`src/rtl/astro_vtg_pkg.sv`:
```
// Shared definitions for the Astrocade-style raster timing generator:
// counter width, default timing constants, the sync output bundle and
// the modular window-hit helper used by both axis decoders.
package astro_vtg_pkg;

    localparam int CNT_W = 9;

    localparam int VTG_CE_DIV      = 16;
    localparam int VTG_H_TOTAL     = 455;
    localparam int VTG_H_ACT_START = 34;
    localparam int VTG_H_ACT_END   = 214;
    localparam int VTG_HS_START    = 0;
    localparam int VTG_HS_WIDTH    = 32;
    localparam int VTG_V_TOTAL     = 262;
    localparam int VTG_V_ACT_START = 25;
    localparam int VTG_V_ACT_END   = 255;
    localparam int VTG_VS_START    = 0;
    localparam int VTG_VS_WIDTH    = 3;

    typedef struct packed {
        logic hsync;
        logic vsync;
        logic hblank;
        logic vblank;
        logic de;
        logic line_start;
        logic frame_start;
    } vtg_out_t;

    localparam vtg_out_t VTG_OUT_RESET = '{hsync: 1'b0, vsync: 1'b0, hblank: 1'b1, vblank: 1'b1,
                                           de: 1'b0, line_start: 1'b0, frame_start: 1'b0};

    // True when n lies in [start, start+width) taken modulo total; the
    // window may straddle the wrap point of the counter.
    function automatic logic in_window(input logic [CNT_W:0] n, input logic [CNT_W:0] start,
                                       input logic [CNT_W:0] width, input logic [CNT_W:0] total);
        logic [CNT_W+1:0] stop_s;
        logic             hit_s;
        stop_s = {1'b0, start} + {1'b0, width};
        if (stop_s <= {1'b0, total}) begin
            hit_s = (n >= start) && ({1'b0, n} < stop_s);
        end else begin
            hit_s = (n >= start) || ({1'b0, n} < (stop_s - {1'b0, total}));
        end
        return hit_s;
    endfunction

endpackage

```
`src/rtl/astro_vtg_axis.sv`:
```
// One raster axis: a modulo-TOTAL counter that advances on step, plus the
// blank and sync window decode of the value it is about to take. The
// decode is of the next count so the caller can register it alongside the
// counter and keep every output coherent with the new position.
module astro_vtg_axis
    import astro_vtg_pkg::*;
#(
    parameter int TOTAL      = 455,
    parameter int ACT_START  = 34,
    parameter int ACT_END    = 214,
    parameter int SYNC_START = 0,
    parameter int SYNC_WIDTH = 32
) (
    input  logic             CLK_VIDEO,
    input  logic             reset,
    input  logic             step,
    output logic [CNT_W-1:0] count_next,
    output logic             wrap,
    output logic             blank_next,
    output logic             sync_next
);

    localparam int CW1 = CNT_W + 1;
    localparam logic [CNT_W-1:0] LAST    = CNT_W'(TOTAL - 1);
    localparam logic [CNT_W:0]   TOT_C   = CW1'(TOTAL);
    localparam logic [CNT_W:0]   ACT_S_C = CW1'(ACT_START);
    localparam logic [CNT_W:0]   ACT_E_C = CW1'(ACT_END);
    localparam logic [CNT_W:0]   SYN_S_C = CW1'(SYNC_START);
    localparam logic [CNT_W:0]   SYN_W_C = CW1'(SYNC_WIDTH);

    logic [CNT_W-1:0] count_r;
    logic [CNT_W:0]   next_ext_s;

    // Next-count computation and window decode of that next count
    always_comb begin
        wrap = step & (count_r == LAST);
        if (wrap) begin
            count_next = '0;
        end else if (step) begin
            count_next = count_r + {{(CNT_W-1){1'b0}}, 1'b1};
        end else begin
            count_next = count_r;
        end
        next_ext_s = {1'b0, count_next};
        blank_next = (next_ext_s < ACT_S_C) || (next_ext_s >= ACT_E_C);
        sync_next  = in_window(next_ext_s, SYN_S_C, SYN_W_C, TOT_C);
    end

    // Position register; parks on the last index so the first step lands on 0
    always_ff @(posedge CLK_VIDEO or posedge reset) begin
        if (reset) begin
            count_r <= LAST;
        end else begin
            count_r <= count_next;
        end
    end

endmodule

```
`src/rtl/astro_video_timing_gen.sv`:
```
// Raster timing transmitter: 1/CE_DIV pixel enable, h/v counters, sync,
// blanking, data-enable and line/frame markers, all registered on the
// pixel-enable edge so they are coherent while ce_pix is high.
// Optional colour-bar test pattern: define ASTRO_VTG_PATTERN_EN.
module astro_video_timing_gen
    import astro_vtg_pkg::*;
#(
    parameter int CE_DIV      = VTG_CE_DIV,
    parameter int H_TOTAL     = VTG_H_TOTAL,
    parameter int H_ACT_START = VTG_H_ACT_START,
    parameter int H_ACT_END   = VTG_H_ACT_END,
    parameter int HS_START    = VTG_HS_START,
    parameter int HS_WIDTH    = VTG_HS_WIDTH,
    parameter int V_TOTAL     = VTG_V_TOTAL,
    parameter int V_ACT_START = VTG_V_ACT_START,
    parameter int V_ACT_END   = VTG_V_ACT_END,
    parameter int VS_START    = VTG_VS_START,
    parameter int VS_WIDTH    = VTG_VS_WIDTH
) (
    input  logic             CLK_VIDEO,
    input  logic             reset,
    input  logic             enable,
    output logic             ce_pix,
    output logic [CNT_W-1:0] hcount,
    output logic [CNT_W-1:0] vcount,
    output logic             hsync,
    output logic             vsync,
    output logic             hblank,
    output logic             vblank,
    output logic             de,
    output logic             line_start,
    output logic             frame_start,
    output logic [3:0]       pat_r,
    output logic [3:0]       pat_g,
    output logic [3:0]       pat_b
);

    if ((H_ACT_END > H_TOTAL) || (V_ACT_END > V_TOTAL) || (HS_WIDTH == 0) || (HS_WIDTH >= H_TOTAL) ||
        (VS_WIDTH == 0) || (VS_WIDTH >= V_TOTAL) || (CE_DIV < 2) || (CE_DIV > 16)) begin : g_bad_params
        $error("astro_video_timing_gen: illegal timing parameters");
    end

    localparam logic [3:0]       DIV_LAST = 4'(CE_DIV - 1);
    localparam logic [CNT_W-1:0] H_LAST   = CNT_W'(H_TOTAL - 1);
    localparam logic [CNT_W-1:0] V_LAST   = CNT_W'(V_TOTAL - 1);

    logic [3:0]       div_r;
    logic             ce_pix_r;
    logic             tick_s;
    vtg_out_t         out_r;
    vtg_out_t         out_next_s;
    logic [CNT_W-1:0] hcount_r;
    logic [CNT_W-1:0] vcount_r;
    logic [CNT_W-1:0] h_next_s;
    logic [CNT_W-1:0] v_next_s;
    logic             h_wrap_s;
    logic             v_wrap_s;
    logic             h_blank_s;
    logic             v_blank_s;
    logic             h_sync_s;
    logic             v_sync_s;

    assign tick_s = enable & (div_r == DIV_LAST);

    astro_vtg_axis #(
        .TOTAL(H_TOTAL), .ACT_START(H_ACT_START), .ACT_END(H_ACT_END),
        .SYNC_START(HS_START), .SYNC_WIDTH(HS_WIDTH)
    ) u_h_axis (
        .CLK_VIDEO(CLK_VIDEO), .reset(reset), .step(tick_s),
        .count_next(h_next_s), .wrap(h_wrap_s), .blank_next(h_blank_s), .sync_next(h_sync_s)
    );

    astro_vtg_axis #(
        .TOTAL(V_TOTAL), .ACT_START(V_ACT_START), .ACT_END(V_ACT_END),
        .SYNC_START(VS_START), .SYNC_WIDTH(VS_WIDTH)
    ) u_v_axis (
        .CLK_VIDEO(CLK_VIDEO), .reset(reset), .step(h_wrap_s),
        .count_next(v_next_s), .wrap(v_wrap_s), .blank_next(v_blank_s), .sync_next(v_sync_s)
    );

    // Pixel divider: free-runs 0..CE_DIV-1 while enabled, frozen otherwise
    always_ff @(posedge CLK_VIDEO or posedge reset) begin
        if (reset) begin
            div_r <= 4'h0;
        end else if (tick_s) begin
            div_r <= 4'h0;
        end else if (enable) begin
            div_r <= div_r + 4'h1;
        end else begin
            div_r <= div_r;
        end
    end

    // Registered pixel enable, high for the cycle after the divider's last count
    always_ff @(posedge CLK_VIDEO or posedge reset) begin
        if (reset) begin
            ce_pix_r <= 1'b0;
        end else begin
            ce_pix_r <= tick_s;
        end
    end

    // Assemble the sync bundle for the position the counters are moving to
    always_comb begin
        out_next_s             = VTG_OUT_RESET;
        out_next_s.hsync       = h_sync_s;
        out_next_s.vsync       = v_sync_s;
        out_next_s.hblank      = h_blank_s;
        out_next_s.vblank      = v_blank_s;
        out_next_s.de          = ~(h_blank_s | v_blank_s);
        out_next_s.line_start  = h_wrap_s;
        out_next_s.frame_start = v_wrap_s;
    end

    // Output bank: loads on the pixel-enable edge, holds between pulses
    always_ff @(posedge CLK_VIDEO or posedge reset) begin
        if (reset) begin
            out_r    <= VTG_OUT_RESET;
            hcount_r <= H_LAST;
            vcount_r <= V_LAST;
        end else if (tick_s) begin
            out_r    <= out_next_s;
            hcount_r <= h_next_s;
            vcount_r <= v_next_s;
        end else begin
            out_r    <= out_r;
            hcount_r <= hcount_r;
            vcount_r <= vcount_r;
        end
    end

`ifdef ASTRO_VTG_PATTERN_EN
    localparam int ACT_W = H_ACT_END - H_ACT_START;
    localparam logic [CNT_W-1:0] H_ACT_S = CNT_W'(H_ACT_START);

    logic [12:0] x8_s;
    logic [2:0]  bar_s;
    logic [3:0]  pat_r_r;
    logic [3:0]  pat_g_r;
    logic [3:0]  pat_b_r;

    // Bar index = largest k with 8*x >= k*ACT_W, i.e. floor(8*x/ACT_W) without a divider
    always_comb begin
        x8_s  = {1'b0, h_next_s - H_ACT_S, 3'b000};
        bar_s = 3'd0;
        for (int k = 1; k < 8; k++) begin
            if (x8_s >= 13'(k * ACT_W)) begin
                bar_s = 3'(k);
            end else begin
                bar_s = bar_s;
            end
        end
    end

    // Colour-bar registers, black outside the active area
    always_ff @(posedge CLK_VIDEO or posedge reset) begin
        if (reset) begin
            pat_r_r <= 4'h0;
            pat_g_r <= 4'h0;
            pat_b_r <= 4'h0;
        end else if (tick_s) begin
            if (out_next_s.de) begin
                pat_r_r <= {4{bar_s[2]}};
                pat_g_r <= {4{bar_s[1]}};
                pat_b_r <= {4{bar_s[0]}};
            end else begin
                pat_r_r <= 4'h0;
                pat_g_r <= 4'h0;
                pat_b_r <= 4'h0;
            end
        end else begin
            pat_r_r <= pat_r_r;
            pat_g_r <= pat_g_r;
            pat_b_r <= pat_b_r;
        end
    end

    assign pat_r = pat_r_r;
    assign pat_g = pat_g_r;
    assign pat_b = pat_b_r;
`else
    assign pat_r = 4'h0;
    assign pat_g = 4'h0;
    assign pat_b = 4'h0;
`endif

    assign ce_pix      = ce_pix_r;
    assign hcount      = hcount_r;
    assign vcount      = vcount_r;
    assign hsync       = out_r.hsync;
    assign vsync       = out_r.vsync;
    assign hblank      = out_r.hblank;
    assign vblank      = out_r.vblank;
    assign de          = out_r.de;
    assign line_start  = out_r.line_start;
    assign frame_start = out_r.frame_start;

endmodule

```
`config.mk`:
```
export PLATFORM = sky130hd
export DESIGN_NAME = astro_video_timing_gen
export DESIGN_NICKNAME = d
export VERILOG_FILES = /design/src/rtl/astro_vtg_pkg.sv /design/src/rtl/astro_vtg_axis.sv /design/src/rtl/astro_video_timing_gen.sv
export SDC_FILE = /design/constraint.sdc
export NUM_CORES = 1
export LEC_CHECK = 0
export BUFFER_PORTS_ARGS = -buffer_cell sky130_fd_sc_hd__buf_2
export CAP_MARGIN = 40
export CORE_UTILIZATION = 55
export DETAILED_ROUTE_END_ITERATION = 8
export GPL_ROUTABILITY_DRIVEN = 0
export PLACE_DENSITY = 0.78
export SLEW_MARGIN = 30
export SYNTH_ARGS = -nofsm -noshare
export SYNTH_HDL_FRONTEND = slang
export SYNTH_SLANG_ARGS = --single-unit
```
`constraint.sdc`:
```
create_clock -name CLK_VIDEO -period 3.9 [get_ports CLK_VIDEO]
set_input_delay 0.195 -clock CLK_VIDEO [delete_from_list [all_inputs] [get_ports CLK_VIDEO]]
set_output_delay 0.195 -clock CLK_VIDEO [all_outputs]
set_load 0.1 [all_outputs]
```
==> results.py, run 1 <==
metrics = {
    "clock_tree": {
        "postCtsSetupBuffers": 0,
        "numCtsBuffers": 5,
        "clock_path_buffers": 2,
        "cts_tree": "done",
        "postCtsResizedCells": 0,
        "clk-insertion-delay-late_ns": 0.31,
        "hold_buffers": 1,
        "clkSlewWorstSetupHoldPaths_ns": 0.08,
        "cts.htree.levels": 2,
        "cts.sinks": 48,
        "cts_root_buf": "clkbuf_8",
    },
    "logic_synthesis": {
        "synth_top_area_cell": "dfrtp_1",
        "synth_edf_count": 0,
        "ys_ff_latch": 48,
        "yosys_warnings": 0,
        "synthTopCellsByCount": "nand2_1, dfrtp_1, dfstp_2",
        "synth.distinct_cells": 63,
        "synth_seq_area_share_pct": 46.0,
        "synth.most_common_cell": "nand2_1",
        "ys.flop_type": "dfrtp_1",
        "synthCells": 271,
        "synthArstFlopShare_pct": 100,
        "synth_area_leaders": "dfrtp_1, dfstp_2, nand2_1, buf_4, o21ai_0",
        "syn_avg_cell_area_um2": 9.82,
        "synth_top_area_share_pct": 28.2,
        "syn-cell-area_um2": 2660,
    },
    "timing": {
        "fin_ws_ns": 0.926,
        "max_freq_ghz": 0.336,
        "max_slew.worst_pin.slew_ns": 0.664,
        "relSlewSlack_pct": 55.6,
        "min_period_ns": 2.97,
        "grt_setup_unrepaired": "false",
        "final_hold_viol_count": 0,
        "timing.final.max_slew_violations": 0,
        "setup_viol": 0,
        "skew_ns": 0.00415,
        "fin_crit_sh_pct": 76.2,
        "final.setup.tns_ns": 0,
    },
    "placement": {
        "dp_slack_ns": 0.978,
        "dp_hpwl_mm": 3.75,
        "placed_cell_area_um2": 2770,
        "port_buffers": 28,
    },
    "detailed_routing": {
        "initialDrtViolationCount": 135,
        "drc_errors": 0,
        "dr.pass1.iters": 5,
        "ant_nets": 0,
        "wl_per_cell_um": 15.6,
        "totalWireLength_mm": 5.40,
        "vias_per_cell": 5.85,
        "vias": 2025,
    },
    "finish": {
        "drive_gt1_share_pct": 25.5,
        "syn_to_final_growth_pct": 8.60,
        "postLayoutCellArea_um2": 2890,
        "utilization_pct": 64.2,
        "diodes": 0,
        "nNetsFinal": 301,
    },
    "floorplan": {
        "core_area_um2": 4500,
        "die_y_um": 71.6,
        "start_util_pct": 59.1,
        "die_x_um": 71.6,
        "ios": 41,
        "die_area_um2": 5120,
        "row_count": 24,
    },
    "power_and_ir_drop": {
        "p_per_area_nw_per_um2": 517,
        "ir_drop_uv": 311,
        "power.leakage_nw": 1.39,
    },
    "setup_path": {
        "r2r.worst_path.cells": 8,
        "required_ns": 4.16,
        "critical_path.max_fanout": 35,
        "critPathKind": "reg2reg",
        "end_kind": "flop",
        "worstPathArrival_ns": 3.23,
        "critPathLaunchType": "flop",
    },
    "grt": {
        "grt_remaining_overflow": 0,
        "grt_pass1_vias": 1945,
        "grt_max_degree": 36,
        "globalRouteTotalUtil_pct": 22.9,
        "antenna_found_initial": 0,
        "grt_pass1_wl_mm": 9.14,
    },
    "job": {
        "maxCapViolCount": 0,
    },
    "outcome": {
        "outcome": "finished, final reports clean",
    },
    "worst_hold_path": {
        "hold_path_class": "in2reg",
        "min_path_cells": 2,
    },
}
-- metal layers --
layer  GRT usage (%)  vias to the layer above  share of wire [%]
met5               0                        -                  0
met4            9.59                        0                1.7
met3            3.38                        8                3.6
met2            36.4                       48                 45
met1            31.8                      991                 49
li1                -                      978                  -
-- layout by cell type (no fill, tap or decap), types with 2 or more instances in the layout --
cell type and instances:
nand2_1 40, dfrtp_1 30, buf_2 28, dfstp_2 18, o21ai_0 17, nor2_1 13
conb_1 12, inv_1 11, xnor2_1 9, o31ai_1 7, nand3_1 6, nand4_1 6
a21oi_1 5, ha_1 5, clkbuf_8 5, xor2_1 4, nor3_1 4, mux2i_1 4
or2_2 3, nor4_1 3, mux2_2 3, a211o_1 3, nor2b_1 3, and3_1 3
o31a_1 3, inv_2 2, and4b_1 2, and2_1 2, a21o_1 2, nand2b_1 2
a31oi_1 2, nand4b_1 2, o41ai_1 2
-- worst max-delay path, stage by stage, from the launching register on --
cell and delay (ns):
dfrtp_1 0.41, ha_1 0.25, nand4_4 0.45, inv_2 0.45, nand3_2 0.25, o31a_1 0.38, a211o_1 0.31, o221ai_2 0.22
mux2_2 0.19
-- power by group --
part	leakage (nW)	switching, mW	internal (mW)
Combinational	0.745	0.411	0.0890
Clock	0.0541	0.171	0.190
Sequential	0.592	0.0548	0.579
-- area by class of cell --
class	count	area, µm²
Tap cell	52	65.1
Clock inverter	3	42.5
Clock buffer	5	68.8
Timing Repair Buffer	32	190
Sequential cell	48	1220
Fill cell	366	1610
Inverter	13	48.8
Multi-Input combinational cell	193	1250
-- path summary, 6_finish.rpt --
kind	from	to	slack (ns)
max in group asynchronous	reset	hcount[7]	2.85
worst max register to register	div_r[0]	vblank	0.93
worst min-delay path	enable	div_r[0]	0.19
worst max-delay path	div_r[0]	vblank	0.93
min in group asynchronous	reset	vcount[7]	0.47
worst min register to register	hcount[8]	hcount[8]	0.48
-- sequential cells by signal (all words and copies together) (netlist names) --
signal / cells
ce_pix: 1
u_h_axis.count_r: 9
line_start: 1
vblank: 1
hsync: 1
frame_start: 1
u_v_axis.count_r: 9
div_r: 4
de: 1
hcount: 9
vcount: 9
vsync: 1
hblank: 1
-- logic make-up (layout without fill, tap and decap cells) --
| logic type | Yosys count | after routing | share of synthesized area, % |
|---|---|---|---|
| muxes | 7 | 7 | 2.77 |
| adders and majority gates | 5 | 5 | 2.35 |
| other | 1 | 12 | 0.141 |
| buffers and inverters | 41 | 53 | 8.55 |
| xor gates and xnor gates | 13 | 13 | 4.28 |
| DFF | 48 | 48 | 46.0 |
| AOI/OAI and AO/OA | 55 | 55 | 14.7 |
| and+or+nand+nor | 101 | 101 | 21.2 |
-- per-stage QoR --
step	hold slack, ns	total power [mW]	cells
6_report	0.187	1.49	346
3_5_place_dp	0.268	1.14	336
3_3_place_gp	0.453	1.13	335
5_1_grt	0.202	1.55	346
4_1_cts	0.178	1.51	345
2_1_floorplan	0.288	1.08	282
No activity file was read; power rests on OpenSTA's default activity.
==> run 2: changes to the inputs <==
ABC_AREA = 1   (was unset)
CORE_UTILIZATION = 52   (was 55)
PLACE_DENSITY = 0.77   (was 0.78)
clock period = 2.4 ns   (was 3.9 ns; I/O delays follow)
==> run 2 against run 1 <==
  * Non-clock buffer count unchanged
  * Sequential share of layout area down 2.9 points
  * Count of clock-buffer cells in the layout up 1
  * Clock skew up 0.0030 ns
  * Sequential power up 92%
  * Wire length up 4.1%
  * Worst setup slack worse by 0.64 ns
  * Synthesized cell count up 37%
  * Largest cell class unchanged
==> results.py, run 2 <==
metrics = {
    "clock_tree": {
        "cts_root_buf": "clkbuf_8",
        "postCtsSetupBuffers": 0,
        "numCtsBuffers": 5,
        "clock_path_buffers": 2,
        "clkSlewWorstSetupHoldPaths_ns": 0.09,
        "cts.sinks": 48,
        "clk-insertion-delay-late_ns": 0.31,
        "cts.htree.levels": 2,
        "cts_tree": "done",
    },
    "detailed_routing": {
        "routedLengthMet1_mm": 2.69,
        "dr.pass1.iters": 5,
        "wl_per_cell_um": 11.9,
        "dr.max_layer_used": "met4",
        "met3_length_um": 275,
        "initialDrtViolationCount": 113,
        "ant_nets": 0,
        "vias": 2351,
        "drc_errors": 0,
        "totalWireLength_mm": 5.63,
        "wl_met2_mm": 2.53,
        "vias_per_cell": 4.96,
    },
    "timing": {
        "skew_ns": 0.00712,
        "max_freq_ghz": 0.474,
        "min_period_ns": 2.11,
        "fin_crit_sh_pct": 87.9,
        "final.setup.tns_ns": 0,
        "setup_viol": 0,
        "final_hold_viol_count": 0,
        "grt_setup_unrepaired": "false",
        "fin_ws_ns": 0.291,
        "timing.final.max_slew_violations": 0,
    },
    "worst_hold_path": {
        "hold_path_class": "in2reg",
    },
    "setup_path": {
        "critPathKind": "reg2reg",
        "slowest_stage": "dfstp_2",
        "cp.buffers_inverters": 1,
        "crit_top_cell": "nand2_1",
        "critPathTopFamily": "simple AND/OR/NAND/NOR gates",
        "end_kind": "flop",
        "worstPathArrival_ns": 2.31,
        "critPathLaunchType": "flop",
        "slowest_delay_ns": 0.60,
        "crit_chain": "ha_1 -> nand2_1 -> nor2_2 -> nand2_2 -> nor2_2 -> nand2_1 -> nand2_2 -> nand2_1 -> nor2_1 -> nand2_1 -> nand3_1 -> nand2_1 -> nand2_1 -> inv_1",
        "critical_path.max_fanout": 6,
        "required_ns": 2.61,
    },
    "finish": {
        "utilization_pct": 60.0,
        "ff_latch_area_um2": 1220,
        "nNetsFinal": 411,
        "syn_to_final_growth_pct": 10.3,
        "n_fill_cell": 472,
        "final_cell_mix": "nand2_1, inv_1, dfrtp_1",
        "diodes": 0,
        "instances_no_fill": 474,
        "multiInputGateArea_um2": 1300,
        "mostFrequentLayoutCell": "nand2_1",
        "drive_gt1_share_pct": 22.3,
    },
    "grt": {
        "grt_remaining_overflow": 0,
        "grt_pass1_wl_mm": 9.48,
        "antenna_found_initial": 0,
        "grt_max_degree": 31,
        "globalRouteTotalUtil_pct": 22.6,
        "grt_pass1_vias": 2086,
    },
    "logic_synthesis": {
        "syn_avg_cell_area_um2": 7.57,
        "synthCells": 372,
        "synth.distinct_cells": 33,
        "synth.most_common_cell": "nand2_1",
        "ys_ff_latch": 48,
        "synth_top_area_cell": "dfrtp_1",
        "synthTopCellsByCount": "nand2_1, inv_1, dfrtp_1",
        "synth_edf_count": 0,
        "synth_area_leaders": "dfrtp_1, nand2_1, dfstp_2, inv_1, nand3_1",
        "yosys_warnings": 0,
        "synthArstFlopShare_pct": 100,
        "synth_seq_area_share_pct": 43.5,
        "synth_top_area_share_pct": 26.7,
        "syn-cell-area_um2": 2820,
        "ys.flop_type": "dfrtp_1",
    },
    "power_and_ir_drop": {
        "comb_power_share_pct": 47.5,
        "p_sw_mw": 1.78,
        "ir_drop_uv": 930,
        "power.leakage_nw": 1.74,
        "p_per_area_nw_per_um2": 1130,
        "seqPwrFrac_pct": 34.8,
        "switching_share_pct": 51.0,
        "total_power_mw": 3.50,
        "intPower_mw": 1.72,
        "p_clk_share_pct": 17.7,
    },
    "job": {
        "maxCapViolCount": 0,
    },
    "floorplan": {
        "core_area_um2": 5170,
        "die_x_um": 75.6,
        "ios": 41,
        "die_y_um": 75.6,
        "row_count": 26,
        "start_util_pct": 54.4,
        "die_area_um2": 5710,
    },
    "placement": {
        "placed_cells": 465,
        "dp_slack_ns": 0.253,
        "port_buffers": 28,
        "dp_hpwl_mm": 4.20,
    },
    "outcome": {
        "outcome": "finished, final reports clean",
    },
}
run 2: cell count changes in the layout (fill, tap and decap cells not counted), sizes merged, moves of 4 or more:
cell,previous run,this run
o21ai,19,24
inv,13,52
xnor2,9,0
mux2i,4,0
nand3,7,29
nand2,40,139
nor2,13,36
o31ai,7,0
a21oi,6,1
nor4,4,0
run 2: cell type report:
cell class | instances | area share, %
multi-input combinational | 263 | 41.9
sequential | 48 | 39.4
inverter | 53 | 6.41
timing repair buffer | 32 | 5.56
tap | 70 | 2.82
clock buffer | 6 | 2.66
clock inverter | 2 | 1.25
run 2: logic make-up after synthesis:
logic type | synth area share, %
adder cells (fa/ha/maj) | 2.22
AND/OR/NAND/NOR | 35.6
AO/OA/AOI/OAI | 5.38
buffers and inverters | 11.9
flip-flops | 43.5
multiplexers | 0.400
other | 0.133
XOR/XNOR | 0.934
run 2: worst reg2reg max path: stages, from the launching register on:
cell and delay [ns]:
dfstp_2 0.60, ha_1 0.29, nand2_1 0.12, nor2_2 0.17, nand2_2 0.09, nor2_2 0.14
nand2_1 0.07, nand2_2 0.10, nand2_1 0.06, nor2_1 0.10, nand2_1 0.06, nand3_1 0.08
nand2_1 0.05, nand2_1 0.05, inv_1 0.03
run 2: per-layer routing:
layer / up-vias / track usage [%]
met1: 1064 / 31.9
li1: 1187 / -
met2: 85 / 33.5
met5: - / 0
met4: 0 / 10.7
met3: 15 / 4.50
run 2: worst paths after layout:
| check | from | to | slack [ns] | depth (start not counted) |
|---|---|---|---|---|
| worst min register to register | hcount[2] | hcount[2] | 0.47 | 2 |
| worst min-delay path | enable | div_r[0] | 0.11 | 2 |
| max in group asynchronous | reset | vcount[0] | 1.32 | 4 |
| min in group asynchronous | reset | div_r[3] | 0.33 | 3 |
| worst max-delay path | u_v_axis.count_r[0] | de | 0.29 | 14 |
| worst max register to register | u_v_axis.count_r[0] | de | 0.29 | 14 |
run 2: per-stage QoR:
step,instance area [µm²],hold WS (ns)
detailed placement,2970,0.121
floorplan,2860,0.216
finish,3100,0.109
global placement,2970,0.116
CTS,3100,0.104
global route,3100,0.103
run 2: power groups by stage:
stage	combinational, mW	clock (mW)	sequential, mW
floorplan	0.633	0	2.03
global placement	1.64	0	1.22
detailed placement	1.66	0	1.23
CTS	1.67	0.637	1.22
global route	1.78	0.660	1.25
finish	1.66	0.620	1.22
run 2: what timing repair did:
action	in CTS	in global routing
endpoints found under the hold margin	12	0
setup endpoints to repair	0	1
resized for setup	0	1
hold buffers	1	0
==> run 3: changes to the inputs <==
CORE_ASPECT_RATIO = 1.5   (was unset)
==> run 3 against run 2 <==
  * Non-clock buffer count up 1
  * Total power down 2.4%
  * Sequential power about the same
  * Sequential share of layout area up 0.29 points
  * Highest routed layer unchanged
==> results.py, run 3 (same netlist as run 2, synthesis figures left out) <==
metrics = {
    "floorplan": {
        "die_y_um": 92.1,
        "ios": 41,
        "row_count": 32,
        "start_util_pct": 54.5,
        "die_x_um": 62.1,
        "die_area_um2": 5720,
        "core_area_um2": 5160,
    },
    "clock_tree": {
        "clkSlewWorstSetupHoldPaths_ns": 0.09,
        "cts.sinks": 48,
        "clk-insertion-delay-late_ns": 0.30,
        "cts.htree.levels": 2,
        "cts_root_buf": "clkbuf_8",
        "cts_tree": "done",
        "numCtsBuffers": 5,
        "clock_path_buffers": 2,
    },
    "detailed_routing": {
        "dr.max_layer_used": "met4",
        "vias_per_cell": 5.14,
        "totalWireLength_mm": 6.19,
        "met3_length_um": 253,
        "drc_errors": 0,
        "ant_nets": 0,
        "initialDrtViolationCount": 91,
        "vias": 2431,
        "routedLengthMet1_mm": 2.26,
        "wl_met2_mm": 3.33,
        "wl_per_cell_um": 13.1,
        "dr.pass1.iters": 4,
    },
    "finish": {
        "diodes": 0,
        "mostFrequentLayoutCell": "nand2_1",
        "final_cell_mix": "nand2_1, inv_1, dfrtp_1",
        "drive_gt1_share_pct": 22.2,
        "nNetsFinal": 412,
        "syn_to_final_growth_pct": 9.47,
    },
    "placement": {
        "dp_slack_ns": 0.268,
        "dp_hpwl_mm": 4.86,
        "port_buffers": 28,
    },
    "grt": {
        "grt_pass1_vias": 2364,
        "grt_max_degree": 37,
        "grt_remaining_overflow": 0,
        "grt_pass1_wl_mm": 10.1,
        "globalRouteTotalUtil_pct": 23.9,
        "antenna_found_initial": 0,
    },
    "power_and_ir_drop": {
        "switching_share_pct": 52.7,
        "ir_drop_uv": 693,
        "power.leakage_nw": 1.74,
        "intPower_mw": 1.61,
        "p_sw_mw": 1.80,
        "comb_power_share_pct": 49.3,
        "seqPwrFrac_pct": 35.6,
        "p_clk_share_pct": 15.1,
        "p_per_area_nw_per_um2": 1110,
    },
    "setup_path": {
        "end_kind": "flop",
        "slowest_stage": "dfstp_2",
        "required_ns": 2.61,
        "worstPathArrival_ns": 2.36,
        "crit_chain": "ha_1 -> nand2_1 -> nor2_1 -> nand2_2 -> nor2_2 -> nand2_1 -> nand2_2 -> nand2_1 -> nor2_1 -> nand2_1 -> nand3_1 -> nand2_1 -> nand2_1 -> inv_1",
        "r2r_slack_ns": 0.24,
        "slowest_delay_ns": 0.60,
        "crit_top_cell": "nand2_1",
        "critPathLaunchType": "flop",
        "critPathKind": "reg2reg",
        "critPathTopFamily": "simple AND/OR/NAND/NOR gates",
        "cp.buffers_inverters": 1,
        "critical_path.max_fanout": 6,
    },
    "timing": {
        "grt_setup_unrepaired": "false",
        "fin_ws_ns": 0.244,
        "setup_viol": 0,
        "timing.final.max_slew_violations": 0,
        "max_freq_ghz": 0.464,
        "min_period_ns": 2.16,
        "fin_crit_sh_pct": 89.9,
        "final.setup.tns_ns": 0,
        "final_hold_viol_count": 0,
        "skew_ns": 0.00311,
    },
    "worst_hold_path": {
        "hold_path_class": "in2reg",
    },
    "job": {
        "maxCapViolCount": 0,
    },
    "outcome": {
        "outcome": "finished, final reports clean",
    },
}
-- run 3: changes by cell type in the layout (fill, tap and decap cells not counted) --
cell / change
nor2_1: +1
inv_6: +1
clkinv_4: -1
nor2_2: -1
clkinv_2: +1
buf_4: +1
bufinv_16: -1
-- run 3: power groups by stage --
stage	Combinational (mW)	Sequential [mW]	Clock [mW]
after global routing	1.80	1.25	0.546
after detailed placement	1.68	1.23	0
after floorplan	0.633	2.03	0
final	1.68	1.22	0.514
after global placement	1.66	1.22	0
after CTS	1.69	1.22	0.520
-- run 3: stage by stage --
stage	power [mW]	cells	hold WS, ns	cell area, µm²	util, %
6_report	3.41	473	0.103	3080	59.7
5_1_grt	3.59	473	0.122	3080	59.7
4_1_cts	3.43	473	0.108	3080	59.7
3_5_place_dp	2.92	464	0.0676	2980	57.6
3_3_place_gp	2.88	464	0.0609	2980	57.6
2_1_floorplan	2.66	383	0.216	2860	-
-- run 3: final cells by class --
type	instances	area, µm²
clock buffers	6	82.6
clock inverters	2	13.8
fillers	486	2080
inverters	53	199
multi-input cells	263	1300
flip-flops and latches	48	1220
well taps	68	85.1
repair buffers	33	180
-- run 3: per-layer routing --
metal  global-route usage [%]  vias to the layer above
met3                     3.81                       29
met5                        0                        -
met4                     15.6                        0
met1                     25.3                     1128
li1                         -                     1185
met2                     41.1                       89
-- run 3: final timing paths --
check	end	from	cells past startpoint
worst max-delay path	de	u_v_axis.count_r[0]	14
worst max register to register	de	u_v_axis.count_r[0]	14
worst min register to register	hblank	hblank	2
max in group asynchronous	hcount[2]	reset	4
worst min-delay path	div_r[0]	enable	2
min in group asynchronous	line_start	reset	3
-- run 3: what timing repair did --
item	4_1_cts	5_1_grt
resized for setup	0	0
buffers inserted	0	0
endpoints found under the setup margin	0	0
hold endpoints to repair	12	0
hold buffers	1	0
